## src/rtl/spi_cmd_pkg.sv

```systemverilog
// ============================================================================
// spi_cmd_pkg: opcodes, FSM state encoding and defaults for spi_cmd_decoder.
// Revision: 1.0
// ============================================================================
`default_nettype none

package spi_cmd_pkg;

  localparam int ADDR_W_DEFAULT = 17;

  localparam logic [3:0] OP_NOP        = 4'h0;
  localparam logic [3:0] OP_WRITE      = 4'h1;
  localparam logic [3:0] OP_READ       = 4'h2;
  localparam logic [3:0] OP_WRITE_NEXT = 4'h3;
  localparam logic [3:0] OP_READ_NEXT  = 4'h4;

  typedef enum logic [2:0] {
    ST_IDLE     = 3'd0,
    ST_ADDR_HI  = 3'd1,
    ST_ADDR_LO  = 3'd2,
    ST_DATA     = 3'd3,
    ST_BUS_REQ  = 3'd4,
    ST_BUS_WAIT = 3'd5
  } state_t;

endpackage

`default_nettype wire

```

## src/rtl/spi_cmd_decoder_sync_edge.sv

```systemverilog
// ============================================================================
// sync_edge: multi-flop synchronizer with a rising-edge pulse on its output.
// Revision: 1.0
// ============================================================================
`default_nettype none

module sync_edge #(
  parameter int STAGES = 2
) (
  input  logic clk,
  input  logic reset,
  input  logic async_in,
  output logic level,
  output logic rise
);

  logic [STAGES-1:0] sync_q;
  logic              level_q;

  if (STAGES < 2) begin : g_stages_check
    $error("sync_edge: STAGES must be at least 2");
  end

  always_ff @(posedge clk) begin
    if (reset) begin
      sync_q  <= '0;
      level_q <= 1'b0;
    end else begin
      sync_q  <= {sync_q[STAGES-2:0], async_in};
      level_q <= sync_q[STAGES-1];
    end
  end

  assign level = sync_q[STAGES-1];
  assign rise  = sync_q[STAGES-1] & ~level_q;

endmodule

`default_nettype wire

```

## src/rtl/spi_cmd_decoder.sv

```systemverilog
// ============================================================================
// spi_cmd_decoder: SPI byte stream to bus transactions; SPI_CMD_AUTOINC_EN adds
// WRITE_NEXT/READ_NEXT. Revision: 1.0
// ============================================================================
`default_nettype none

module spi_cmd_decoder
  import spi_cmd_pkg::*;
#(
  parameter int ADDR_W      = ADDR_W_DEFAULT,
  parameter int SYNC_STAGES = 2
) (
  input  logic              clk,
  input  logic              reset,
  input  logic              spi_cs_n,
  input  logic              spi_done,
  input  logic [7:0]        spi_rx_byte,
  output logic [7:0]        spi_tx_byte,
  output logic [ADDR_W-1:0] bus_addr,
  output logic [7:0]        bus_wdata,
  output logic              bus_rw_b,
  output logic              bus_strobe,
  input  logic              bus_ack,
  input  logic [7:0]        bus_rdata,
  output logic              cmd_err
);

  state_t            state_q, state_d;
  logic              done_lvl, done_rise, cs_lvl, cs_rise;
  logic              byte_vld, cs_high;
  logic [3:0]        opcode;
  logic              is_read_q;
  logic [ADDR_W-1:0] asm_addr_q, inc_addr, load_addr;
  logic              load_bus, load_rw, bad_op, overrun;

  if (ADDR_W < 17) begin : g_addr_w_check
    $error("spi_cmd_decoder: ADDR_W must be at least 17");
  end

  sync_edge #(.STAGES(SYNC_STAGES)) u_done_sync (
    .clk(clk), .reset(reset), .async_in(spi_done), .level(done_lvl), .rise(done_rise)
  );

  sync_edge #(.STAGES(SYNC_STAGES)) u_cs_sync (
    .clk(clk), .reset(reset), .async_in(spi_cs_n), .level(cs_lvl), .rise(cs_rise)
  );

  assign byte_vld = done_rise & done_lvl;
  assign cs_high  = cs_lvl | cs_rise;
  assign opcode   = spi_rx_byte[7:4];
  assign inc_addr = bus_addr + ADDR_W'(1);

  always_ff @(posedge clk) begin
    if (reset) state_q <= ST_IDLE;
    else       state_q <= state_d;
  end

  always_comb begin
    state_d = state_q;
    bad_op  = 1'b0;
    overrun = 1'b0;
    case (state_q)
      ST_IDLE: begin
        if (byte_vld) begin
          case (opcode)
            OP_NOP:             state_d = ST_IDLE;
            OP_WRITE, OP_READ:  state_d = ST_ADDR_HI;
`ifdef SPI_CMD_AUTOINC_EN
            OP_WRITE_NEXT:      state_d = ST_DATA;
            OP_READ_NEXT:       state_d = ST_BUS_REQ;
`endif
            default:            bad_op  = 1'b1;
          endcase
        end
      end
      ST_ADDR_HI: begin
        if (cs_high)       state_d = ST_IDLE;
        else if (byte_vld) state_d = ST_ADDR_LO;
      end
      ST_ADDR_LO: begin
        if (cs_high)       state_d = ST_IDLE;
        else if (byte_vld) state_d = is_read_q ? ST_BUS_REQ : ST_DATA;
      end
      ST_DATA: begin
        if (cs_high)       state_d = ST_IDLE;
        else if (byte_vld) state_d = ST_BUS_REQ;
      end
      ST_BUS_REQ: begin
        overrun = byte_vld;
        state_d = ST_BUS_WAIT;
      end
      ST_BUS_WAIT: begin
        overrun = byte_vld;
        if (bus_ack) state_d = ST_IDLE;
      end
      default: state_d = ST_IDLE;
    endcase
  end

  // The low address byte bypasses the assembly register when a READ goes straight to the bus.
  always_comb begin
    load_addr = asm_addr_q;
    load_rw   = is_read_q;
    case (state_q)
      ST_IDLE: begin
        load_addr = inc_addr;
        load_rw   = (opcode == OP_READ_NEXT);
      end
      ST_ADDR_LO: load_addr = {asm_addr_q[ADDR_W-1:8], spi_rx_byte};
      default:    load_addr = asm_addr_q;
    endcase
  end

  assign load_bus = (state_d == ST_BUS_REQ) && (state_q != ST_BUS_REQ);

  always_ff @(posedge clk) begin
    if (reset) begin
      is_read_q   <= 1'b0;
      asm_addr_q  <= '0;
      bus_addr    <= '0;
      bus_wdata   <= 8'h00;
      bus_rw_b    <= 1'b0;
      bus_strobe  <= 1'b0;
      spi_tx_byte <= 8'h00;
      cmd_err     <= 1'b0;
    end else begin
      if (state_q == ST_IDLE && state_d == ST_ADDR_HI) begin
        is_read_q  <= (opcode == OP_READ);
        asm_addr_q <= ADDR_W'({spi_rx_byte[0], 16'h0000});
      end else if (state_q == ST_IDLE && state_d == ST_DATA) begin
        is_read_q  <= 1'b0;
        asm_addr_q <= inc_addr;
      end
      if (state_q == ST_ADDR_HI && state_d == ST_ADDR_LO) asm_addr_q[15:8] <= spi_rx_byte;
      if (state_q == ST_ADDR_LO && state_d == ST_DATA)    asm_addr_q[7:0]  <= spi_rx_byte;
      if (state_q == ST_DATA && state_d == ST_BUS_REQ)    bus_wdata        <= spi_rx_byte;
      if (load_bus) begin
        bus_addr <= load_addr;
        bus_rw_b <= load_rw;
      end
      if (state_q == ST_BUS_REQ) begin
        bus_strobe <= 1'b1;
      end else if (state_q == ST_BUS_WAIT && bus_ack) begin
        bus_strobe <= 1'b0;
        if (bus_rw_b) spi_tx_byte <= bus_rdata;
      end
      if (bad_op || overrun) cmd_err <= 1'b1;
    end
  end

endmodule

`default_nettype wire

```

## config.mk

```make
export PLATFORM = sky130hd
export DESIGN_NAME = spi_cmd_decoder
export DESIGN_NICKNAME = d
export VERILOG_FILES = /design/src/rtl/spi_cmd_pkg.sv /design/src/rtl/spi_cmd_decoder_sync_edge.sv /design/src/rtl/spi_cmd_decoder.sv
export SDC_FILE = /design/constraint.sdc
export NUM_CORES = 1
export LEC_CHECK = 0
export ABC_CLOCK_PERIOD_IN_PS = 1900
export CAP_MARGIN = 20
export CORE_MARGIN = 2
export CORE_UTILIZATION = 50
export DETAILED_ROUTE_END_ITERATION = 10
export GPL_TIMING_DRIVEN = 1
export PLACE_DENSITY = 0.8
export SYNTH_ARGS = -nofsm -noshare
export SYNTH_HDL_FRONTEND = slang
export SYNTH_SLANG_ARGS = --single-unit
```

## constraint.sdc

```tcl
create_clock -name clk -period 1.9 [get_ports clk]
set_clock_uncertainty 0.2 [all_clocks]
set_input_delay 0.38 -clock clk [delete_from_list [all_inputs] [get_ports clk]]
set_output_delay 0.38 -clock clk [all_outputs]
set_load 0.02 [all_outputs]
```

==> qor.yml <==
holdPathStages: 1
hold_start: "u_cs_sync.sync_q[0]$_SDFF_PP0_"
use_met1_pct: 28.2
tightest_slew_ns: 0.590
synth_fp_nets: 308
synth_top_area_cell: "dfxtp_1"
synth_edf_count: 0
yosysMostFrequentCell: "dfxtp_1"
clock_path_buffers: 2
cts.sink_count: 62
drv_cap: 0
drt-total-wl_mm: 6.21
crit_arrival_ns: 1.28
crit_path_cell_trace: "clkdlybuf4s50_1"
worst_r2r_endpoint: "asm_addr_q[0]$_SDFFE_PP0P_"
drive_gt1_share_pct: 12.7
cts_tree: "yes"
synth-main-ff-cell: "dfxtp_1"
max_slew_margin_pct: 60.7
setup_viol: 0
fp.dieW_um: 75.4
peakVddDrop_v: 0.000502
layout.nets: 380
fmax_mhz: 537
num_rows: 25
ys_top_cells_by_count: "dfxtp_1 (62), nand2_1 (34), nor2_1 (34)"
top_usage_layer: "met2"
status: "complete, no violations"
synth.avg_cell_area_um2: 8.91
synth_top_area_share_pct: 48.7
diodes: 0
whs_endpoint: "u_cs_sync.sync_q[1]$_SDFF_PP0_"
grt_pass1_vias: 2165
min_period_over_period_pct: 98.1
crit_type: "flop to output port"
fin_area_mm2: 0.00348
io_buffers: 56
ys_seq_area_share_pct: 48.7
synth_cell_types: 41
worstRegToRegCells: 6
hold_class: "flop to flop"
yosys_warnings: 0
dp_cells: 414
p_leak_nw: 1.46
max_stage_delay_ns: 0.62
top_level_ports: 57
post-cts-setup-buffers: 0
fill_cells: 405
ant_nets: 0
use_met2_pct: 37.7
track_usage_pct: 23.2
grt_setup_unrepaired: "no"
detailed_place_hpwl_mm: 4.40
multi_input_area_mm2: 0.00122
syn_inst: 286
ys_seq_elements: 62
end_kind: "output port"
start_kind: "flop"
syn_area_mm2: 0.00255
dr.pass1.iters: 4
required_ns: 1.32
die-area_mm2: 0.00568
clk_latency_ns: 0.33
fin_util_pct: 72.2
drv_slew: 0
clockRootBuffer: "clkbuf_8"
cts-buffers-inserted: 9
grt_pass1_wl_mm: 9.83
crit_buf_inv: 1
worstReg2RegStart: "u_done_sync.sync_q[1]$_SDFF_PP0_"
core-area_mm2: 0.00482
cp_max_fo: 2
place_area_mm2: 0.00329
area_growth_syn_to_layout_pct: 36.5
die_h_um: 75.4
fin_setup_tns_ns: 0
wl_per_cell_um: 14.5
min_period_ns: 1.86
globalplace.congestion: 0.894
route.detailed.drc: 0
finalHoldViolations: 0
grt_overflow: 0
crit_slowest_cell: "clkdlybuf4s50_1"
ff2ff_setup_slack_ns: 0.16
vias: 2261
via_per_inst: 5.28
stdcell_count: 428
htree_levels: 3
pwr_density_cell_mw_per_mm2: 742
synthTopCellsByArea: "dfxtp_1 (49%), mux2i_1 (7.5%), nand2_1 (5.0%)"
grt_max_degree: 36
clk_pin_slew_worst_paths_ns: 0.06
synth-async-reset-ratio_pct: 0
grt_use_met3_pct: 6.61
cp_top_family: "buffers and inverters"
start_util_pct: 52.9
antenna_found_initial: 0
register_area_mm2: 0.00124
drt_iter0_drc: 153
kinds of logic (layout without fill, tap and decap cells):
logic type | count (synthesis) | after routing | synth area share, %
AO/OA/AOI/OAI | 59 | 59 | 15.2
XOR/XNOR | 3 | 3 | 1.03
adder cells (fa/ha/maj) | 1 | 1 | 0.491
buffers and inverters | 22 | 97 | 3.98
flip-flops | 62 | 62 | 48.7
multiplexers | 19 | 19 | 7.47
AND/OR/NAND/NOR | 120 | 120 | 23.1
power breakdown:
part           switching [mW]  leakage (nW)  internal, mW
Sequential            0.00538         0.500          1.31
Combinational           0.123         0.871         0.108
Clock                   0.470        0.0914         0.564
metrics by stage:
step                      total power [mW]  hold WS (ns)  worst slack, ns
final                                 2.58         0.239           0.0361
after global routing                  2.66         0.267          0.00220
after CTS                             2.59         0.242          0.00953
after detailed placement              1.57         0.227           -0.179
after global placement                1.56         0.217           -0.106
after floorplan                       1.46         0.214            0.221
state kept, by name, indices dropped and copies added (netlist names), 2 cells and up:
| register | count |
|---|---|
| bus_wdata | 8 |
| bus_addr | 17 |
| u_cs_sync.sync_q | 2 |
| u_done_sync.sync_q | 2 |
| state_q | 3 |
| spi_tx_byte | 8 |
| asm_addr_q | 17 |
layout make-up:
type | instances | share of cell area (%)
clock buffers | 13 | 4.86
inverters | 4 | 0.432
flip-flops and latches | 62 | 35.7
well taps | 67 | 2.41
multi-input cells | 202 | 35.2
clock inverters | 1 | 0.144
repair buffers | 79 | 21.3
routing by layer:
metal  part of all wire (%)  wire (um)
met1                     44       2720
met2                     49       3040
met3                    5.3        332
met4                    1.8        110
met5                      0          0
timing repair:
item / in CTS / in global routing
setup endpoints to repair: 8 / 11
hold endpoints to repair: 0 / 0
hold buffers: 0 / 0
gates resized for setup: 8 / 5
worst max-delay path by stage:
| stage | start | endpoint | slack, ns | cells past startpoint |
|---|---|---|---|---|
| 2_1_floorplan | state_q[1]$_SDFF_PP0_ | asm_addr_q[12]$_SDFFE_PP0P_ | 0.22 | 6 |
| 3_3_place_gp | spi_rx_byte[6] | asm_addr_q[15]$_SDFFE_PP0P_ | -0.11 | 6 |
| 3_5_place_dp | spi_rx_byte[6] | asm_addr_q[9]$_SDFFE_PP0P_ | -0.18 | 6 |
| 4_1_cts | spi_tx_byte[4]$_SDFFE_PP0P_ | spi_tx_byte[4] | 0.01 | 1 |
| 5_1_grt | bus_strobe$_SDFFE_PP0P_ | bus_strobe | 0.002 | 1 |
| 6_report | bus_strobe$_SDFFE_PP0P_ | bus_strobe | 0.04 | 1 |
cells in the final DEF, fill, tap and decap left out, types with 2 or more instances in the layout:
master           count
nand3_1              9
o21ai_0              7
a31o_2               2
nand4b_1             2
nand3b_1             3
nand2b_1            10
nor2_1              34
nand4_1              2
a211oi_1             6
nor3_1               8
dfxtp_1             62
clkbuf_8            12
a21oi_1             18
nand4_4              2
nand2_1             34
nor2b_1              7
inv_1                4
o22ai_1             16
dlygate4sd2_1        7
mux2i_1             19
dlymetal6s2s_1       3
buf_4               22
clkdlybuf4s50_1     45
xnor2_1              3
and3_1               2
Note: power is estimated with default switching activity, not from simulation.
==> variant 1 (config.mk and constraints unchanged) <==
Change the parameter `SYNC_STAGES` from 2 to 4.
--- a/src/rtl/spi_cmd_decoder.sv
+++ b/src/rtl/spi_cmd_decoder.sv
@@ -9,5 +9,5 @@
 #(
   parameter int ADDR_W      = ADDR_W_DEFAULT,
-  parameter int SYNC_STAGES = 2
+  parameter int SYNC_STAGES = 4
 ) (
   input  logic              clk,
Formal check against the unedited RTL: not equivalent (Yosys sat finds a counterexample within 4 cycles, from zero or initial values and one cycle with reset high).
==> variant 1 against the original RTL <==
Critical endpoint is now asm_addr_q[16]. Synthesized area up 1.9%. Global-route usage up 0.86 points. Sequential cell count increased by 4. Cell area increased by 4.8%. Largest power group unchanged. Worst setup slack got worse by 31 ps. Power is 14% higher. Sequential share of layout area is 0.56 points higher. Routed wire length grew 5.5%. Combinational power shrank 3%.
==> variant 1: results (changes against the original RTL) <==
Parameter                              Value

Critical path
  Flop-to-flop setup slack    90 ps (-70 ps)
  Worst path top cell family by delay    compound AO/OA/AOI/OAI gates
  Startpoint of the most critical setup path    spi_rx_byte[4]
  Arrival time of the worst setup path    1980 ps (+700 ps)
  CP Capture Type    flip-flop

Routing
  Met1 Wirelength    2.770 mm (+1.8%)
  DRT Pass-1 Iters    5 (+1)
  Via-to-Cell Ratio    5.466 (+3.5%)
  First DRT Iteration DRCs    171 (+12%)

Layout
  Clock-cell share of area    0.06177 (+0.01177)
  Total Nets Final    378 (-0.53%)
  Count of filler cells inserted in the layout    395 (-2.5%)
  Non-clk bufs    82 (+3.8%)
  Non-clock buffering overhead in the final layout    0.2265 (+0.01390)
  Filler-free cell count of the finished design    431 (+0.70%)

Synth
  Leading cell types by total area after synthesis    sky130_fd_sc_hd__dfxtp_1 (51%), sky130_fd_sc_hd__mux2i_1 (7.3%), sky130_fd_sc_hd__nor2_1 (4.9%)
  Flip-flop and latch count after synthesis    66 (+6.5%)
  Multiplexer area fraction after synthesis    0.07904 (+0.004380)
  Count of different cell masters after synthesis    40 (-2.4%)
  Mean area per synthesized cell    9.207 µm² (+3.4%)

STA
  Worst Hold Margin    248.2 ps (+8.867 ps)
  Max-Slew Margin vs Limit    0.7479 (+0.1414)

Power
  Peak VDD IR    748.6 µV (+49%)
  Leakage dissipation    0.001925 µW (+32%)
  Power Density    808.9 nW/µm² (+9.0%)

Global routing
  Global Route met1 Usage    0.2850 (+0.002780)
  Fraction of met3 tracks used by global routing    0.09123 (+0.02509)
  All-Layer GR Usage    0.2409 (+0.008603)
  Global-route wire length before repair    11.04 mm (+12%)

Clocking
  Latest clock arrival within the worst-skew pair    350 ps (+20 ps)
  Number of gates given a new drive strength after cts    11 (+3)

Placed design
  Estimated wirelength of the detail-placed design    4.545 mm (+3.3%)
  Place WS    -373.6 ps (-194.6 ps)
  Post-Place Cell Area    3372 µm² (+2.6%)

Die
  Number of tap cells added at floorplan    70 (+4.5%)

Outcome
  Outcome    completed
==> variant 1: cell types whose count changed in the layout (fill, tap and decap cells not counted), sizes merged, moves of 3 or more <==
| cell | before | now |
|---|---|---|
| clkdlybuf4s50 | 45 | 23 |
| dlymetal6s2s | 3 | 23 |
| nand3 | 9 | 23 |
| nand2b | 10 | 1 |
| nand2 | 34 | 26 |
| o21ai | 7 | 2 |
| clkbuf | 13 | 9 |
| dfxtp | 62 | 66 |
| nor2b | 8 | 12 |
| dlygate4sd2 | 7 | 10 |
| o211ai | 1 | 4 |
==> variant 1: kinds of logic (layout without fill, tap and decap cells) <==
family	Yosys count	after routing
buffers and inverters	23	102
AOI/OAI and AO/OA	54	54
xor gates and xnor gates	1	1
and+or+nand+nor	117	117
DFF	66	66
muxes	20	20
adders and majority gates	1	1
==> variant 1: where the power goes <==
part           leakage, µW  switching (µW)  internal (µW)
clock             0.000106             581            746
combinational      0.00129             120            104
sequential        0.000533            4.43           1390
total              0.00193             705           2240
==> variant 2 (same settings) <==
Without the edit above. Re-encode `state_t` (6 states) as one-hot, 6 bits wide.
--- a/src/rtl/spi_cmd_pkg.sv
+++ b/src/rtl/spi_cmd_pkg.sv
@@ -15,11 +15,11 @@
   localparam logic [3:0] OP_READ_NEXT  = 4'h4;
 
-  typedef enum logic [2:0] {
-    ST_IDLE     = 3'd0,
-    ST_ADDR_HI  = 3'd1,
-    ST_ADDR_LO  = 3'd2,
-    ST_DATA     = 3'd3,
-    ST_BUS_REQ  = 3'd4,
-    ST_BUS_WAIT = 3'd5
+  typedef enum logic [5:0] {
+    ST_IDLE     = 6'b000001,
+    ST_ADDR_HI  = 6'b000010,
+    ST_ADDR_LO  = 6'b000100,
+    ST_DATA     = 6'b001000,
+    ST_BUS_REQ  = 6'b010000,
+    ST_BUS_WAIT = 6'b100000
   } state_t;
 
Function: same outputs for any inputs over 10 cycles, from zero or initial values and one cycle with reset high; not proved beyond that.
==> variant 2 against the original RTL <==
The flow now finishes with violations (setup timing). Worst setup slack worse by 330 ps. Critical path depth up 4. Sequential cell count rose by 3. First-iteration DRC count rose by 72%. Power increased by 2.6%. Register-to-register slack worse by 460 ps. Cell area grew 26%. Routed wire length up 51%. Synthesized area increased by 14%. Highest routed layer unchanged.
==> variant 2: results (changes against the original RTL) <==
Parameter                              Value

Layout
  Proportion of layout cells with a drive suffix above 1    0.2710 (+0.1436)
  Count of filler cells inserted in the layout    345 (-15%)
  Clock-cell share of area    0.04013 (-0.009875)
  Reg area    1311 µm² (+5.6%)
  Fraction of standard cell area in multi-input logic    0.3853 (+0.03316)
  Non-clock buffering overhead in the final layout    0.2516 (+0.03898)
  Multi-input combinational cell count    233 (+15%)
  Non-clk bufs    110 (+39%)
  Post-Layout Inst Area    4397 µm² (+26%)
  Filler-free cell count of the finished design    500 (+17%)
  Total Nets Final    446 (+17%)

STA
  Worst Setup Slack, final    -296.3 ps (-332.4 ps)
  Final total negative setup slack    -9587 ps (-9587 ps)
  Slew @ Worst Pin    588.6 ps (-1.590 ps)
  Count of final setup violators    46 (+46)

Power
  Leakage dissipation    0.001957 µW (+34%)
  Peak VDD IR    485.6 µV (-3.3%)

Routing
  Routed wire length    9.359 mm (+51%)
  DRT Pass-1 Iters    5 (+1)
  Via-to-Cell Ratio    6.094 (+15%)
  First DRT Iteration DRCs    263 (+72%)

Synth
  Mean area per synthesized cell    8.857 µm² (-0.56%)
  Share of the yosys chip area belonging to registers    0.4465 (-0.04069)
  Count of different cell masters after synthesis    48 (+17%)
  Flip-flop and latch count after synthesis    65 (+4.8%)
  Leading cell types by total area after synthesis    sky130_fd_sc_hd__dfxtp_1 (45%), sky130_fd_sc_hd__nor2_1 (7.5%), sky130_fd_sc_hd__mux2i_1 (5.8%)
  Commonest cells post-synth    sky130_fd_sc_hd__dfxtp_1 (65), sky130_fd_sc_hd__nor2_1 (58), sky130_fd_sc_hd__a21oi_1 (19)
  Post-synthesis net count    351 (+14%)

Clocking
  Latest clock arrival within the worst-skew pair    350 ps (+20 ps)
  Number of post-CTS setup repair buffers    4 (+4)
  Number of gates given a new drive strength after cts    42 (+34)

Global routing
  All-Layer GR Usage    0.2761 (+0.04378)
  Global-route wire length before repair    13.51 mm (+38%)
  Largest net degree at the start of global routing    28 (-22%)
  Vias in the first global route    2749 (+27%)

Critical path
  Critical register-to-register path endpoint    bus_addr[9]
  End of the critical path    bus_addr[9]
  Worst reg-to-reg path cell count    5 (-1)
  Crit path largest cell delay    570 ps (-50 ps)
  Max Fanout on Critical Path    4 (+2)
  Worst path top cell family by delay    simple AND/OR/NAND/NOR gates
  Arrival time of the worst setup path    2260 ps (+980 ps)
  Startpoint of the most critical setup path    state_q[5]

Placed design
  Estimated wirelength of the detail-placed design    5.575 mm (+27%)
  Placer's final routability congestion estimate    0.8852 (-1.0%)
  Post-Place Cell Area    3816 µm² (+16%)
  Inst Count DP    472 (+14%)

Outcome
  Outcome    complete, but fails checks
  Failing checks    setup timing

Die
  Chip width    80.34 µm (+6.6%)
## variant 2: cell count changes in the layout (fill, tap and decap cells not counted), sizes merged, moves of 12 or more
cell	before	now
clkdlybuf4s50	45	25
a22oi	1	16
a211oi	6	18
o22ai	16	1
nand2	34	15
nor2	35	58
buf	24	51
## variant 2: where the power goes
part | internal, µW | total (µW) | switching, µW | leakage (µW)
registers | 1370 | 1370 | 6.84 | 0.000527
clock network | 593 | 1110 | 516 | 0.0000929
logic | 79.7 | 166 | 86.8 | 0.00134
total | 2040 | 2650 | 610 | 0.00196
## variant 2: worst min-delay path by stage
stage                                    from                  end  slack (ps)  depth (start not counted)
after detailed placement  u_cs_sync.sync_q[0]  u_cs_sync.sync_q[1]         230                          1
final                     u_cs_sync.sync_q[0]  u_cs_sync.sync_q[1]         250                          1
after global placement    u_cs_sync.sync_q[0]  u_cs_sync.sync_q[1]         220                          1
after CTS                 u_cs_sync.sync_q[0]  u_cs_sync.sync_q[1]         250                          1
after global routing      u_cs_sync.sync_q[0]  u_cs_sync.sync_q[1]         270                          1
after floorplan           u_cs_sync.sync_q[0]  u_cs_sync.sync_q[1]         210                          1
## variant 2: cells by family (layout without fill, tap and decap cells)
kind of cell,count (synthesis),after routing,share of synthesized area
XOR/XNOR,4,4,0.01202
adder cells (fa/ha/maj),1,1,0.004293
AO/OA/AOI/OAI,83,83,0.2117
flip-flops,65,65,0.4465
multiplexers,17,17,0.05839
AND/OR/NAND/NOR,128,128,0.2177
buffers and inverters,31,130,0.04938
## variant 2: per-layer routing
layer  share of wire  global-route usage  vias up
li1                -                   -     1390
met1            0.39              0.3579     1456
met2            0.49              0.4350      167
met3           0.085             0.07978       34
met4           0.033              0.1034        0
met5               0                   0        -
